[src/rtl/serial_word_feeder.sv]
// -----------------------------------------------------------------------------
// serial_word_feeder
//
// Parallel-to-serial front end for the bit-serial sequence detector. Accepts a
// WIDTH-bit word over a valid/ready handshake and plays it out one bit per
// clock on sequence_out, optionally followed by GAP_CYCLES idle cycles.
//
// Ports:
//   clock         rising-edge clock for all state
//   reset         synchronous reset, active low (0 = reset)
//   word_in       parallel word, sampled only on a transfer edge
//   word_valid    word_in is valid
//   word_ready    feeder accepts word_in this cycle (from state only)
//   sequence_out  serial bit stream (IDLE_LEVEL when no word bit is sent)
//   bit_valid     sequence_out carries a word bit
//   frame_start   high together with the first bit of every word
//   busy          feeder is not idle
//   words_sent    wrapping count of completely transmitted words
// -----------------------------------------------------------------------------
module serial_word_feeder #(
    parameter int WIDTH      = 8,
    parameter int MSB_FIRST  = 1,
    parameter int GAP_CYCLES = 0,
    parameter int IDLE_LEVEL = 0
) (
    input  logic             clock,
    input  logic             reset,
    input  logic [WIDTH-1:0] word_in,
    input  logic             word_valid,
    output logic             word_ready,
    output logic             sequence_out,
    output logic             bit_valid,
    output logic             frame_start,
    output logic             busy,
    output logic [15:0]      words_sent
);

    // Refuse to build with parameters outside the supported range.
    if (WIDTH < 2 || WIDTH > 32) begin : g_bad_width
        $error("serial_word_feeder: WIDTH must be in 2..32");
    end
    if (GAP_CYCLES < 0 || GAP_CYCLES > 15) begin : g_bad_gap
        $error("serial_word_feeder: GAP_CYCLES must be in 0..15");
    end
    if (MSB_FIRST < 0 || MSB_FIRST > 1) begin : g_bad_order
        $error("serial_word_feeder: MSB_FIRST must be 0 or 1");
    end
    if (IDLE_LEVEL < 0 || IDLE_LEVEL > 1) begin : g_bad_idle
        $error("serial_word_feeder: IDLE_LEVEL must be 0 or 1");
    end

    localparam int             CNT_W    = $clog2(WIDTH);
    localparam logic [CNT_W-1:0] LAST_BIT = CNT_W'(WIDTH - 1);
    localparam logic [3:0]     GAP_LAST = (GAP_CYCLES > 0) ? 4'(GAP_CYCLES - 1) : 4'd0;
    localparam logic           IDLE_BIT = (IDLE_LEVEL != 0);

    typedef enum logic [1:0] {
        IDLE  = 2'd0,
        SHIFT = 2'd1,
        GAP   = 2'd2
    } state_t;

    state_t           state;
    logic [WIDTH-1:0] shreg;
    logic [CNT_W-1:0] bit_cnt;
    logic [3:0]       gap_cnt;
    logic             take;

    // Bit at the send end of a word.
    function automatic logic send_bit(input logic [WIDTH-1:0] w);
        return (MSB_FIRST != 0) ? w[WIDTH-1] : w[0];
    endfunction

    // Move the next bit to the send end.
    function automatic logic [WIDTH-1:0] advance(input logic [WIDTH-1:0] w);
        return (MSB_FIRST != 0) ? (w << 1) : (w >> 1);
    endfunction

    // Ready depends on state only, so a source may safely wait on it before
    // raising word_valid. With no gap the last bit cycle can accept the next
    // word, which gives back-to-back words without a bubble.
    assign word_ready = reset &&
                        ((state == IDLE) ||
                         (state == SHIFT && bit_cnt == LAST_BIT && GAP_CYCLES == 0));
    assign take = word_valid && word_ready;
    assign busy = (state != IDLE);

    // The register holds the bits still to come; the bit currently on the
    // line already sits in sequence_out, so a loaded word is pre-advanced.
    always_ff @(posedge clock) begin
        if (!reset) begin
            state        <= IDLE;
            sequence_out <= IDLE_BIT;
            bit_valid    <= 1'b0;
            frame_start  <= 1'b0;
            words_sent   <= 16'd0;
            bit_cnt      <= '0;
            gap_cnt      <= 4'd0;
        end else begin
            case (state)
                IDLE: begin
                    if (take) begin
                        state        <= SHIFT;
                        shreg        <= advance(word_in);
                        sequence_out <= send_bit(word_in);
                        bit_valid    <= 1'b1;
                        frame_start  <= 1'b1;
                        bit_cnt      <= '0;
                    end else begin
                        sequence_out <= IDLE_BIT;
                        bit_valid    <= 1'b0;
                        frame_start  <= 1'b0;
                    end
                end

                SHIFT: begin
                    if (bit_cnt == LAST_BIT) begin
                        words_sent <= words_sent + 16'd1;
                        if (GAP_CYCLES > 0) begin
                            state        <= GAP;
                            gap_cnt      <= 4'd0;
                            sequence_out <= IDLE_BIT;
                            bit_valid    <= 1'b0;
                            frame_start  <= 1'b0;
                        end else if (take) begin
                            shreg        <= advance(word_in);
                            sequence_out <= send_bit(word_in);
                            bit_valid    <= 1'b1;
                            frame_start  <= 1'b1;
                            bit_cnt      <= '0;
                        end else begin
                            state        <= IDLE;
                            sequence_out <= IDLE_BIT;
                            bit_valid    <= 1'b0;
                            frame_start  <= 1'b0;
                        end
                    end else begin
                        shreg        <= advance(shreg);
                        sequence_out <= send_bit(shreg);
                        frame_start  <= 1'b0;
                        bit_cnt      <= bit_cnt + CNT_W'(1);
                    end
                end

                GAP: begin
                    // Line outputs were already parked at idle on entry.
                    if (gap_cnt == GAP_LAST) begin
                        state <= IDLE;
                    end else begin
                        gap_cnt <= gap_cnt + 4'd1;
                    end
                end

                default: begin
                    state        <= IDLE;
                    sequence_out <= IDLE_BIT;
                    bit_valid    <= 1'b0;
                    frame_start  <= 1'b0;
                end
            endcase
        end
    end

endmodule

[config.mk]
export PLATFORM = sky130hd
export DESIGN_NAME = serial_word_feeder
export DESIGN_NICKNAME = d
export VERILOG_FILES = /design/src/rtl/serial_word_feeder.sv
export SDC_FILE = /design/constraint.sdc
export NUM_CORES = 1
export LEC_CHECK = 0
export BUFFER_PORTS_ARGS = -buffer_cell sky130_fd_sc_hd__buf_2
export CORE_MARGIN = 3
export CORE_UTILIZATION = 36
export DETAILED_ROUTE_END_ITERATION = 6
export GPL_ROUTABILITY_DRIVEN = 0
export PLACE_DENSITY_LB_ADDON = 0.3
export SLEW_MARGIN = 20
export SYNTH_ARGS = -nofsm -noshare
export SYNTH_HDL_FRONTEND = slang
export SYNTH_SLANG_ARGS = --single-unit
[constraint.sdc]
create_clock -name clock -period 2.5 [get_ports clock]
set_input_delay 0.25 -clock clock [delete_from_list [all_inputs] [get_ports clock]]
set_output_delay 0.25 -clock clock [all_outputs]
set_load 0.005 [all_outputs]
==> qor.csv, run 1 <==
metric,value,unit
status,completed,
cp_top_family,simple AND/OR/NAND/NOR gates,
critPathCapture,shreg[5],
p_switching,233,uW
synth_fp_nets,154,
critPathSlowestCell,dfxtp_1,
critical_path_buf_inv_count,1,
grt_usage,0.138,
synth_area,1360,sq um
crit_chain,ha_1 -> ha_1 -> nand2b_1 -> nand3_1 -> inv_2 -> nor2_1 -> a21o_1,
drtIter0Drc,36,
cts_tree,built,
critPathKind,flop to flop,
cts.sinks,31,
clk_path_buf_depth,2,
drtAntennaViolNets,0,
final_hold_viol_count,0,
final.period_utilization,0.788,
ios,32,
multiInputGateArea,631,sq um
grt_antenna_before_repair,0,
hpwlAfterDp,2.04,mm
rsz0062_at_grt,false,
p_leak,0.000740,uW
power.internal,893,uW
fin_nets,191,
initial_core_util,0.390,
reg2reg_to,shreg[5],
clkLatencyLatePin,0.28,ns
regArea,701,sq um
yosysSeqAreaShare,0.515,
num_antenna_cells,0,
finalSetupTns,0,ns
layout_commonest_cell,buf_2,
ctsResizeCount,0,
p_clk_frac,0.450,
r2r_slack,0.53,ns
setup_viol,0,
die_area,4560,sq um
pwr-share-comb,0.063,
grt_overflow,0,
worst_slew_pin_slew,0.393,ns
yosys.area_share.simple,0.240,
cts_buffers,5,
h-tree-depth,2,
holdWs,0.244,ns
hold_buffers,0,
dp_slack,0.526,ns
final_util,0.484,
path_max_fanout,10,
synthAdderAreaFrac,0.0276,
grt_pass1_vias,1073,
grt_pass1_wl,4.60,mm
path_common_cell,ha_1,
synth_warnings,0,
syn_area_per_cell,9.72,sq um
end_kind,flop,
drive_gt1_frac,0.258,
synth-xor-area-share,0.0772,
slew_headroom,0.737,
wl_per_cell,12.5,um
cp.required,2.54,ns
synthMuxAreaShare,0.0147,
synth_top_family_by_area,simple AND/OR/NAND/NOR gates,
syn_inst,140,
worstHoldPathType,primary input to flop,
grt_start_max_net_pins,15,
clkSlewWorstSetupHoldPaths,0.07,ns
ys_seq_elements,31,
rr_worst_depth,7,
drv_slew,0,
first_pass_iters,4,
period_needed,1.97,ns
fp.dieH,67.5,um
vias,1127,
die_w,67.5,um
ir_drop,0.000432,V
worstSetupStartpoint,bit_cnt[0],
startpoint_type,flop,
worst_slack,0.530,ns
fmax,0.508,GHz
powerDensity,666,nW/um^2
fillers,327,
drc_errors,0,
synth-compound-area-share,0.104,
cts_post_setup_buffers_inserted,0,
crit_arrival,2.01,ns
drv_cap,0,
max_stage_delay,0.35,ns
finalClockSkew,0.00700,ns
mostFrequentLayoutCells,"buf_2, dfxtp_1, nor2_1, nand2_1, nand3_1",
synth_cell_types,31,
totalWireLength,2.80,mm
p_sw_frac,0.207,
core,3490,sq um
area_delta_synth_final,24.3,%
worstSetupPathDepth,7,
cts_root_buf,clkbuf_8,
io_buffers,31,
routed_via_density,5.03,
reg2reg_from,bit_cnt[0],
rows,21,
seq_power_share,0.486,
-- flip-flops by register name, summed over array words and instances, names as in the netlist --
name and cells:
bit_cnt 3, frame_start 1, shreg 8, bit_valid 1, words_sent 16, state 1, sequence_out 1
-- kinds of logic (layout without fill, tap and decap cells) --
group	Yosys count	in the layout
AO/OA/AOI/OAI	20	20
flip-flops	31	31
multiplexers	2	2
adder cells (fa/ha/maj)	3	3
buffers and inverters	7	45
XOR/XNOR	12	12
AND/OR/NAND/NOR	65	65
-- power by group through the flow --
stage / registers, uW / logic [uW] / clock network, uW
after CTS: 548 / 72.3 / 517
after floorplan: 556 / 44.9 / 0
after detailed placement: 559 / 71.5 / 0
final: 548 / 71.2 / 507
after global placement: 558 / 69.8 / 0
after global routing: 550 / 80.4 / 541
-- area by class of cell --
class	instances	area share
multi-input combinational	102	0.373
tap	46	0.0340
inverter	4	0.00888
timing repair buffer	33	0.101
clock buffer	6	0.0488
clock inverter	2	0.0207
sequential	31	0.414
-- cells in the mapped netlist --
cell type	count	share of area
xnor2_1	8	0.051
nand2_1	11	0.030
o22ai_1	1	0.0046
nor4_1	4	0.018
edfxtp_1	8	0.18
buf_4	1	0.0055
and3_1	1	0.0046
mux2i_1	2	0.015
o21ai_0	1	0.0037
a21oi_1	5	0.018
o21a_1	1	0.0055
dfxtp_1	23	0.34
nor2_1	22	0.061
nand4_2	1	0.0092
nor3_2	1	0.0074
and4_2	1	0.0074
a22o_1	6	0.039
nand4_1	3	0.014
clkbuf_1	2	0.0055
inv_2	1	0.0028
xor2_1	4	0.026
ha_1	3	0.028
a21o_1	6	0.033
inv_1	3	0.0083
nor3_1	4	0.015
nand2b_1	3	0.014
or3_2	1	0.0055
nor3b_1	1	0.0055
nand3b_1	2	0.011
nand3_1	9	0.033
nor2b_1	1	0.0046
-- stage by stage --
stage	std cells	instance area (sq um)	power, uW
floorplan	140	1360	601
global placement	216	1570	628
detailed placement	216	1570	630
CTS	224	1690	1140
global route	224	1690	1170
finish	224	1690	1130
-- tightest hold or removal path, delay by kind of cell --
family	cells	cell delay (ns)
AO/OA/AOI/OAI	1	0.06
buffers and inverters	1	0.10
AND/OR/NAND/NOR	1	0.07
-- how the worst min path moves through the flow --
stage | cells past startpoint | to | slack (ns) | start
finish | 3 | sequence_out | 0.24 | word_in[7]
floorplan | 0 | shreg[0] | 0.36 | reset
detailed placement | 1 | bit_valid | 0.46 | bit_valid
global route | 3 | sequence_out | 0.24 | word_in[7]
global placement | 1 | bit_valid | 0.45 | bit_valid
CTS | 3 | sequence_out | 0.24 | word_in[7]
-- layer usage --
layer	share of wire	track usage	vias up
met2	0.46	0.221	24
met3	0.048	0.0416	10
li1	-	-	568
met5	0	0	-
met4	0.026	0.0835	0
met1	0.47	0.160	525
Note: power is estimated with default switching activity, not from simulation.
==> run 2: changes to the inputs <==
==> constraint.sdc (replaced) <==
create_clock -name clock -period 1.8 [get_ports clock]
set_input_delay 0.18 -clock clock [delete_from_list [all_inputs] [get_ports clock]]
set_output_delay 0.18 -clock clock [all_outputs]
set_load 0.005 [all_outputs]
==> run 2 against run 1 <==
Effect of this change:
- utilization is 1.6 points higher
- critical path depth up 1
- critical path type unchanged
- sequential share of layout area fell by 1.3 points
- clock-buffer cell count stayed put
- clock skew decreased by 0.0014 ns
- largest cell class unchanged
- global-route usage fell by 0.18 points
==> qor.csv, run 2 (synthesized netlist as in run 1, its figures left out) <==
metric,value,unit,change
grt_overflow,0,,unchanged
p_sw_frac,0.222,,+0.0146
die_area,4560,sq um,unchanged
startpoint_type,flop,,
grt_start_max_net_pins,14,,-1
clkSlewWorstSetupHoldPaths,0.06,ns,about the same
reg2reg_from,bit_cnt[1],,
core,3490,sq um,unchanged
reg.largest.list,"words_sent x16, shreg x8, bit_cnt x3",,
r2r_slack,0.09,ns,-0.44 ns
drtAntennaViolNets,0,,unchanged
slew_headroom,0.782,,+0.0449
reg2reg_to,shreg[1],,
mostFrequentLayoutCells,"buf_2, nor2_1, dfxtp_1, nand2_1, buf_4",,
hpwlAfterDp,2.17,mm,+6.5%
first_pass_iters,4,,unchanged
largest_reg_flops,16,,unchanged
drv_slew,0,,unchanged
cp.required,1.83,ns,-0.71 ns
fillers,339,,+3.7%
fmax,0.586,GHz,+16%
critPathCapture,shreg[1],,
finalSetupTns,0,ns,unchanged
final_area,1750,sq um,+3.3%
cts.sinks,31,,unchanged
drc_errors,0,,unchanged
io_buffers,31,,unchanged
initial_core_util,0.390,,unchanged
cts_post_setup_buffers_inserted,0,,unchanged
status,completed,,
final.period_utilization,0.947,,+0.159
clkLatencyLatePin,0.27,ns,about the same
routed_via_density,4.99,,-0.79%
final_hold_viol_count,0,,unchanged
totalWireLength,2.89,mm,+3.2%
vias,1153,,+2.3%
rsz0062_at_grt,false,,
rr_worst_depth,8,,+1
num_antenna_cells,0,,unchanged
grt_usage,0.136,,-0.00184
rows,21,,unchanged
die_w,67.5,um,unchanged
clk_path_buf_depth,2,,unchanged
cts_tree,built,,
fp.dieH,67.5,um,unchanged
drv_cap,0,,unchanged
layout_commonest_cell,buf_2,,
crit_arrival,1.73,ns,-0.28 ns
period_needed,1.71,ns,-0.265 ns
top_register,words_sent,,
path_max_fanout,8,,-2
wl_per_cell,12.5,um,about the same
p_switching,316,uW,+35%
ios,32,,unchanged
drtIter0Drc,42,,+17%
worst_slack,0.0950,ns,-0.435 ns
seq_power_share,0.535,,+0.049
setup_viol,0,,unchanged
dp_slack,0.0178,ns,-0.508 ns
pwr-share-comb,0.083,,+0.020
worst_slew_pin_slew,0.324,ns,-0.0688 ns
fin_nets,199,,+4.2%
worstHoldPathType,primary input to flop,,
finalClockSkew,0.00561,ns,-0.00139 ns
area_delta_synth_final,28.4,%,
grt_pass1_wl,4.70,mm,+2.2%
ir_drop,0.000701,V,+62%
grt_antenna_before_repair,0,,unchanged
final_util,0.500,,+0.0161
cts_root_buf,clkbuf_8,,
end_kind,flop,,
worstSetupStartpoint,bit_cnt[1],,
place_area,1630,sq um,+3.8%
cts_buffers,5,,unchanged
total_power,1420,uW,+26%
h-tree-depth,2,,unchanged
power.internal,1110,uW,+24%
critPathKind,flop to flop,,
powerDensity,814,nW/um^2,+22%
p_leak,0.000761,uW,+2.9%
grt_pass1_vias,1104,,+2.9%
p_clk_frac,0.382,,-0.068
drive_gt1_frac,0.314,,+0.0551
-- run 2: cell count changes in the layout (fill, tap and decap cells not counted) --
cell       before  now
ha_1            3    1
buf_4           2   10
nor2b_1         1    0
dfxtp_1        23   22
ha_4            0    1
nand2b_1        3    2
nand2b_4        0    1
dfxtp_2         0    1
ha_2            0    1
bufinv_16       1    0
nor2b_2         0    1
-- run 2: what timing repair did --
| action | CTS | global route |
|---|---|---|
| endpoints found under the hold margin | 0 | 0 |
| setup endpoints to repair | 1 | 10 |
| hold buffers | 0 | 0 |
| pin swaps | 0 | 0 |
| gates resized for setup | 2 | 4 |
-- run 2: power groups by stage --
stage          registers, uW  clock network (uW)  logic, uW
6_report                 761                 544        118
5_1_grt                  765                 581        131
4_1_cts                  760                 560        118
3_5_place_dp             775                   0        117
3_3_place_gp             775                   0        113
2_1_floorplan            773                   0       62.4
-- run 2: how the worst min path moves through the flow --
stage,startpoint,cells past startpoint,end,slack (ns)
global placement,bit_valid,1,bit_valid,0.45
global route,word_in[7],3,sequence_out,0.18
CTS,word_in[7],3,sequence_out,0.17
floorplan,reset,0,shreg[0],0.29
finish,word_in[7],3,sequence_out,0.18
detailed placement,word_in[7],3,sequence_out,0.46
-- run 2: worst max-delay path, cell delays in order, from the launching register on --
cell and delay (ns):
dfxtp_1 0.34, ha_2 0.20, ha_4 0.16, nand2b_4 0.13
nand3_1 0.11, inv_2 0.14, nor2_1 0.07, buf_4 0.14
a21o_1 0.17
-- run 2: layout make-up --
type                       instances  area [sq um]  share of cell area
timing repair buffer              41           230               0.132
clock buffer                       6          82.6              0.0472
multi-input combinational        102           656               0.375
tap                               46          57.6              0.0329
clock inverter                     1          5.00             0.00286
sequential                        31           702               0.402
inverter                           4          15.0             0.00859
-- run 2: through the flow --
step,hold slack (ns),std cells
final,0.176,231
after CTS,0.171,231
after detailed placement,0.463,224
after floorplan,0.292,140
after global placement,0.452,224
after global routing,0.181,231
-- run 2: metal layers --
metal  GRT usage  share of wire  wire, um  vias up
met5           0              0         0        -
met4      0.0658          0.012        36        0
met3      0.0300          0.041       119        6
met2       0.217           0.47      1360       31
met1       0.172           0.47      1370      535
li1            -              -         -      581
==> run 3: changes to the inputs <==
--- a/config.mk
+++ b/config.mk
@@ -6,7 +6,7 @@
 export NUM_CORES = 1
 export LEC_CHECK = 0
 export BUFFER_PORTS_ARGS = -buffer_cell sky130_fd_sc_hd__buf_2
-export CORE_MARGIN = 3
+export CORE_MARGIN = 1
 export CORE_UTILIZATION = 36
 export DETAILED_ROUTE_END_ITERATION = 6
 export GPL_ROUTABILITY_DRIVEN = 0
==> constraint.sdc (replaced) <==
create_clock -name clock -period 1.85 [get_ports clock]
set_input_delay 0.185 -clock clock [delete_from_list [all_inputs] [get_ports clock]]
set_output_delay 0.185 -clock clock [all_outputs]
set_load 0.005 [all_outputs]
==> run 3 against run 2 <==
Effect of this change:
- die area shrank 12%
- final cell count shrank 1.7%
- combinational power fell by 11%
- worst setup slack got worse by 0.0074 ns
- clock skew rose by 0.0013 ns
- clock-buffer cell count increased by 2
- global-route usage rose by 2.0 points
- critical path depth shrank 2
- sequential power down 3%
- register-to-register slack is essentially flat
- worst hold slack worse by 0.0071 ns
==> qor.csv, run 3 (synthesized netlist as in run 1, its figures left out) <==
metric,value,unit,change
seq_power_share,0.520,,-0.015
worst_slew_pin_slew,0.393,ns,+0.0694 ns
place_area,1600,sq um,-2.3%
cts_post_setup_buffers_inserted,0,,unchanged
area_delta_synth_final,25.7,%,
vias,1124,,-2.5%
mostFrequentLayoutCells,"buf_2, dfxtp_1, nor2_1, nand2_1",,
drive_gt1_frac,0.282,,-0.0317
holdWs,0.169,ns,-0.00713 ns
period_needed,1.76,ns,
fmax,0.567,GHz,
final_area,1710,sq um,-2.1%
cts.sinks,31,,unchanged
drtAntennaViolNets,0,,unchanged
status,completed,,
grt_overflow,0,,unchanged
cts_root_buf,clkbuf_8,,
critPathKind,flop to output pin,,
io_buffers,31,,unchanged
cts_tree,built,,
first_pass_iters,4,,unchanged
startpoint_type,flop,,
core,3470,sq um,-0.75%
cts_buffers,5,,unchanged
rows,21,,unchanged
cp.required,1.66,ns,-0.17 ns
grt_start_max_net_pins,15,,+1
grt_pass1_vias,1041,,-5.7%
top_register,words_sent,,
reg.largest.list,"words_sent x16, shreg x8, bit_cnt x3",,
total_power,1430,uW,+0.22%
end_kind,output pin,,
totalWireLength,2.80,mm,-3.3%
grt_antenna_before_repair,0,,unchanged
finalClockSkew,0.00696,ns,+0.00135 ns
routed_via_density,4.95,,-0.80%
crit_arrival,1.58,ns,-0.15 ns
p_sw_frac,0.217,,-0.00488
worstHoldPathType,primary input to flop,,
grt_usage,0.155,,+0.0195
drtIter0Drc,16,,-62%
die_area,4030,sq um,-12%
rsz0062_at_grt,true,,
num_antenna_cells,0,,unchanged
slew_headroom,0.738,,-0.0446
wl_per_cell,12.3,um,-1.6%
fin_nets,194,,-2.5%
pwr-share-comb,0.074,,-0.009
initial_core_util,0.392,,+0.00295
clkSlewWorstSetupHoldPaths,0.07,ns,about the same
p_leak,0.000751,uW,-1.4%
ir_drop,0.000321,V,-54%
powerDensity,833,nW/um^2,+2.3%
drv_slew,0,,unchanged
path_max_fanout,5,,-3
ctsResizeCount,1,,-1
largest_reg_flops,16,,unchanged
hpwlAfterDp,2.05,mm,-5.6%
layout_commonest_cell,buf_2,,
clk_path_buf_depth,2,,unchanged
power.internal,1120,uW,+0.85%
hold_buffers,0,,unchanged
clkLatencyLatePin,0.28,ns,about the same
p_clk_frac,0.406,,+0.024
drc_errors,0,,unchanged
final.period_utilization,0.953,,
grt_pass1_wl,4.78,mm,+1.8%
finalSetupTns,0,ns,unchanged
setup_viol,0,,unchanged
final_hold_viol_count,0,,unchanged
fp.dieH,63.5,um,-5.9%
fillers,342,,+0.88%
h-tree-depth,2,,unchanged
ios,32,,unchanged
drv_cap,0,,unchanged
die_w,63.5,um,-5.9%
final_util,0.494,,-0.00667
p_switching,309,uW,-2.0%
[run 3: per-stage QoR]
| step | std cells | setup slack, ns |
|---|---|---|
| after floorplan | 140 | 0.101 |
| after global placement | 219 | 0.142 |
| after detailed placement | 219 | 0.0837 |
| after CTS | 227 | 0.0343 |
| after global routing | 227 | -0.0278 |
| final | 227 | 0.0876 |
[run 3: cell type report]
class / count / area [sq um] / share of cell area
Tap cell: 46 / 57.6 / 0.0336
Sequential cell: 31 / 701 / 0.409
Inverter: 4 / 15.0 / 0.00877
Timing Repair Buffer: 36 / 193 / 0.113
Clock buffer: 8 / 100 / 0.0585
Multi-Input combinational cell: 102 / 646 / 0.377
[run 3: path summary, 6_finish.rpt]
| kind | slack (ns) | from | cells after the start | to |
|---|---|---|---|---|
| worst max-delay path | 0.09 | bit_cnt[0] | 6 | word_ready |
| worst min-delay path | 0.17 | word_in[7] | 3 | sequence_out |
| worst max register to register | 0.10 | bit_cnt[0] | 6 | words_sent[12] |
| worst min register to register | 0.47 | words_sent[15] | 2 | words_sent[15] |
[run 3: power by group through the flow]
stage               sequential (uW)  clock [uW]  combinational [uW]
detailed placement              756           0                 103
finish                          741         580                 105
global placement                754           0                98.6
CTS                             740         602                 104
global route                    744         634                 118
floorplan                       752           0                60.7
[run 3: worst max-delay path, stage by stage, from the launching register on]
cell,delay (ns)
dfxtp_1,0.32
ha_1,0.19
ha_1,0.25
nor2b_4,0.19
buf_4,0.16
nor2_1,0.05
buf_2,0.14
[run 3: routing by layer]
layer	up-vias	track usage	part of all wire
li1	574	-	-
met1	517	0.196	0.47
met2	29	0.235	0.46
met3	4	0.0670	0.053
met4	0	0.0511	0.0097
met5	-	0	0
